`config.mk`:
```
export PLATFORM = sky130hd
export DESIGN_NAME = sigma_delta_adc
export DESIGN_NICKNAME = d
export VERILOG_FILES = /design/src/rtl/sigma_delta_adc.sv
export SDC_FILE = /design/constraint.sdc
export NUM_CORES = 1
export LEC_CHECK = 0
export CAP_MARGIN = 10
export CORE_UTILIZATION = 45
export DETAILED_ROUTE_END_ITERATION = 7
export MAX_ROUTING_LAYER = met4
export PLACE_DENSITY = 0.81
export SLEW_MARGIN = 25
export SYNTH_ARGS = -nofsm -noshare
export SYNTH_HDL_FRONTEND = slang
export SYNTH_SLANG_ARGS = --single-unit
```
`constraint.sdc`:
```
create_clock -name Clk -period 2.1 [get_ports Clk]
set_clock_uncertainty 0.2 [all_clocks]
set_input_delay 0.42 -clock Clk [delete_from_list [all_inputs] [get_ports Clk]]
set_output_delay 0.42 -clock Clk [all_outputs]
set_load 0.02 [all_outputs]
```
`src/rtl/sigma_delta_adc.sv`:
```
// First-order sigma-delta ADC back end: comparator sync, 1-bit feedback, decimation to offset binary, valid/ack output.
// Define SDADC_SINC2_EN for a 2nd-order CIC decimator; otherwise a boxcar ones-counter is used.
module sigma_delta_adc #(
  parameter int MSBO       = 11,
  parameter int DECIM_LOG2 = 8
) (
  input  logic            Clk,
  input  logic            Reset,
  input  logic            CompIn,
  output logic            FbOut,
  output logic [MSBO:0]   DataOut,
  output logic            DataValid,
  input  logic            DataAck,
  output logic            Overrun
);

  localparam int W = MSBO + 1;
`ifdef SDADC_SINC2_EN
  localparam int K = 2 * DECIM_LOG2;
`else
  localparam int K = DECIM_LOG2;
`endif
  localparam int AW  = K + 1;
  localparam int XW  = (K >= W) ? K : W;
  localparam int SHR = (K >= W) ? K - W : 0;
  localparam int SHL = (K >= W) ? 0 : W - K;

  logic                  sync1, sync2;
  logic [DECIM_LOG2-1:0] phase;
  logic                  win_end;
  logic [AW-1:0]         raw;
  logic                  sample_ok;
  logic [XW-1:0]         ext;
  logic [MSBO:0]         scaled;

  assign win_end = (phase == '1);

  always_ff @(posedge Clk or posedge Reset) begin
    if (Reset) begin
      sync1 <= 1'b0;
      sync2 <= 1'b0;
      FbOut <= 1'b0;
      phase <= '0;
    end else begin
      sync1 <= CompIn;
      sync2 <= sync1;
      FbOut <= sync2;
      phase <= phase + 1'b1;
    end
  end

`ifdef SDADC_SINC2_EN
  logic [AW-1:0] int1, int2, int1_nxt, int2_nxt, comb1_d, comb2_d, diff1;
  logic          primed;

  assign int1_nxt  = int1 + AW'(FbOut);
  assign int2_nxt  = int2 + int1_nxt;
  assign diff1     = int2_nxt - comb1_d;
  assign raw       = diff1 - comb2_d;
  assign sample_ok = primed;

  // The first window end after reset only loads the comb delays.
  always_ff @(posedge Clk or posedge Reset) begin
    if (Reset) begin
      int1    <= '0;
      int2    <= '0;
      comb1_d <= '0;
      comb2_d <= '0;
      primed  <= 1'b0;
    end else begin
      int1 <= int1_nxt;
      int2 <= int2_nxt;
      if (win_end) begin
        comb1_d <= int2_nxt;
        comb2_d <= diff1;
        primed  <= 1'b1;
      end
    end
  end
`else
  logic [AW-1:0] acc;

  assign raw       = acc + AW'(FbOut);
  assign sample_ok = 1'b1;

  always_ff @(posedge Clk or posedge Reset) begin
    if (Reset) begin
      acc <= '0;
    end else if (win_end) begin
      acc <= '0;
    end else begin
      acc <= raw;
    end
  end
`endif

  // raw[K] is only set by a full-scale window, which maps to all ones.
  assign ext = XW'(raw[K-1:0]);

  always_comb begin
    scaled = W'((ext >> SHR) << SHL);
    if (raw[K]) scaled = '1;
  end

  always_ff @(posedge Clk or posedge Reset) begin
    if (Reset) begin
      DataOut   <= W'(1) << MSBO;
      DataValid <= 1'b0;
      Overrun   <= 1'b0;
    end else if (win_end && sample_ok) begin
      DataOut   <= scaled;
      DataValid <= 1'b1;
      if (DataValid && !DataAck) Overrun <= 1'b1;
    end else if (DataAck && DataValid) begin
      DataValid <= 1'b0;
      Overrun   <= 1'b0;
    end
  end

endmodule
```
==> results.md <==
- Status: finished, final reports clean
- Syn. warnings: 0
- I/O pin count: 19
- Core Footprint: roughly 2500 um^2
- Routed via count: between 800 and 900
- Clock buffer depth: 2
- WP data arrival: 1.35 ns
- Syn_area_per_cell: 11.3 um^2
- Syn Inst Count: 109
- Most frequent cell after synthesis: dfrtp_1
- Area grow syn2layout: 24.2%
- Buffer and inverter count on the worst path: 1
- 1st-pass router iterations: 2
- Antenna violations before repair: 0
- RSZ-0062 raised after global routing: false
- EDFF count, synth: 0
- DP Worst Slack: around 0.12 ns
- Crit path capture type: output pin
- Critical Path Source Type: flop
- Pwr per Cell Area: 972 nW/um^2
- DR iter-0 viols: 5
- Die ar.: slightly below 3000 um^2
- H-tree depth: 2
- Synth Register Bits: 31
- Antenna Violating Nets Remaining: 0
- Fin worst setup slack: 0.128 ns
- Top post-synthesis cells by count: dfrtp_1, nor2_1, a21oi_1
- Post-synth net total: ~120
- CTS tree: built
- TritonCTS Buffers: 5
- Cell variety after synth: 21
- Vias in the first global route: about 750
- Post-CTS setup buffer count: 0
- Primary FF master, synth: dfrtp_1
- Cell taking the most area after synthesis: dfrtp_1
- Largest net degree at the start of global routing: 32
- Worst-Skew Late Latency: 0.34 ns
- Placer Congestion: between 0.7 and 0.8
- Hold/Removal Path Class: flop to flop
- Leakage: 0.715 nW
- Antenna Cells: 0
- CP cell instances: clkdlybuf4s50_1
- Total Routing Usage GR: between 10% and 20%
- Synthesized area: 1230 um^2
- Worst Path Required: ~1.5 ns
- Crit Path Category: flop to output pin
- TNS Setup: 0 ns
- CP max stage cell: clkdlybuf4s50_1
- Nets: 137
- Largest cells by area after synthesis: dfrtp_1, nor2_1, xor2_1
- Die height: 54.3 um
- Die W: 54.3 um
- Vias/cell: 4.99
- FFs w/ async S/R, synth: 100%
- Top cell type's share of synthesized area: 61.0%
- First-pass GRT wire length: 3320 um
- Fmax: just over 500 MHz
- Drt total wl: about 1900 um
- Grt ovf: 0
- Clock sink count: 31
- Final setup viols: 0
- Detail Placement HPWL: roughly 1400 um
- # rows: 18
- # Max-Cap Violations: 0
- Slew headroom: 75.1%
- Starting density of the core: 48.8%
- Hold Worst Slack: 0.159 ns
- CP max stage delay: 0.62 ns
- Worst slew pin tran: 0.373 ns
- CTS clk-pin slew, worst paths: 0.10 ns
- Count of final max-slew check failures: 0
- Buffers on Ports: 18
- Max FO, Critical Path: 5
- Drc violations: 0
- R2R Setup Slk: 0.18 ns
- Final Hold Violating Endpoints: 0
- Final core utilization: 60.6%
- Clk root buf: clkbuf_4
- Share of cells above drive strength 1: 13.0%
- Post-layout minimum cycle time: between 1.5 and 2 ns
- VDD IR max: ~0.76 mV
- CP delay by family, top: buffers and inverters
- Sequential share of the synthesized area: 63.2%
- Period utilization: 93.9%
- Routed len/inst: around 12 um
==> registers in the layout, summed over array words and instances, names as in the netlist <==
signal / cells
DataOut: 9
DataValid: 1
FbOut: 1
Overrun: 1
acc: 9
phase: 8
sync1: 1
sync2: 1
==> layout make-up <==
cell class	count	area, um^2
Clock buffer	5	37.5
Timing Repair Buffer	20	194
Sequential cell	31	777
Clock inverter	3	67.6
Fill cell	229	995
Tap cell	30	37.5
Multi-Input combinational cell	67	395
Inverter	5	18.8
==> power breakdown <==
group / switching [W] / internal (W)
sequential: 0.0000612 / 0.000663
clock: 0.000210 / 0.000370
combinational: 0.000103 / 0.0000774
==> per-layer routing <==
metal	share of wire [%]	track usage [%]	up-vias	wire length [um]
met2	49	26.2	17	959
met4	1.8	8.97	0	36
met5	0	-	-	0
li1	-	-	390	-
met1	43	20.1	393	846
met3	5.5	7.50	4	108
==> cells in the final DEF (no fill, tap or decap), drive strengths merged <==
cell / instances
xor2: 7
nor2: 23
and3: 3
o21ai: 2
bufinv: 2
clkinvlp: 1
a21oi: 11
dlygate4sd2: 1
inv: 5
clkbuf: 5
nand4: 2
o22ai: 1
clkdlybuf4s50: 17
dfstp: 1
buf: 2
xnor2: 5
or3: 1
dfrtp: 30
nand2: 3
nand3: 6
ha: 3
==> what timing repair did <==
action	4_1_cts	5_1_grt
resized for setup	1	2
endpoints found under the setup margin	1	8
hold buffers	0	0
endpoints found under the hold margin	0	0
==> kinds of logic after synthesis <==
kind of cell	Yosys count	share of synthesized area (%)
DFF	31	63.2
AOI/OAI and AO/OA	14	6.72
and+or+nand+nor	38	13.5
xor gates and xnor gates	12	8.55
adders and majority gates	3	3.05
buffers and inverters	11	4.98
==> per-stage QoR <==
stage	cells	cell area [um^2]	total power (W)
after detailed placement	153	1420	0.000915
after floorplan	109	1230	0.000862
after CTS	161	1520	0.00150
after global routing	161	1530	0.00156
final	161	1530	0.00148
after global placement	153	1420	0.000902
==> final timing paths <==
path	cells past startpoint	to	start
min in group asynchronous	3	sync1	Reset
hold / removal	0	sync2	sync1
setup / recovery	1	DataOut[0]	DataOut[3]
setup reg to reg	6	DataOut[8]	FbOut
max in group asynchronous	3	DataOut[11]	Reset
hold reg to reg	0	sync2	sync1
Note: power is estimated with default switching activity, not from simulation.
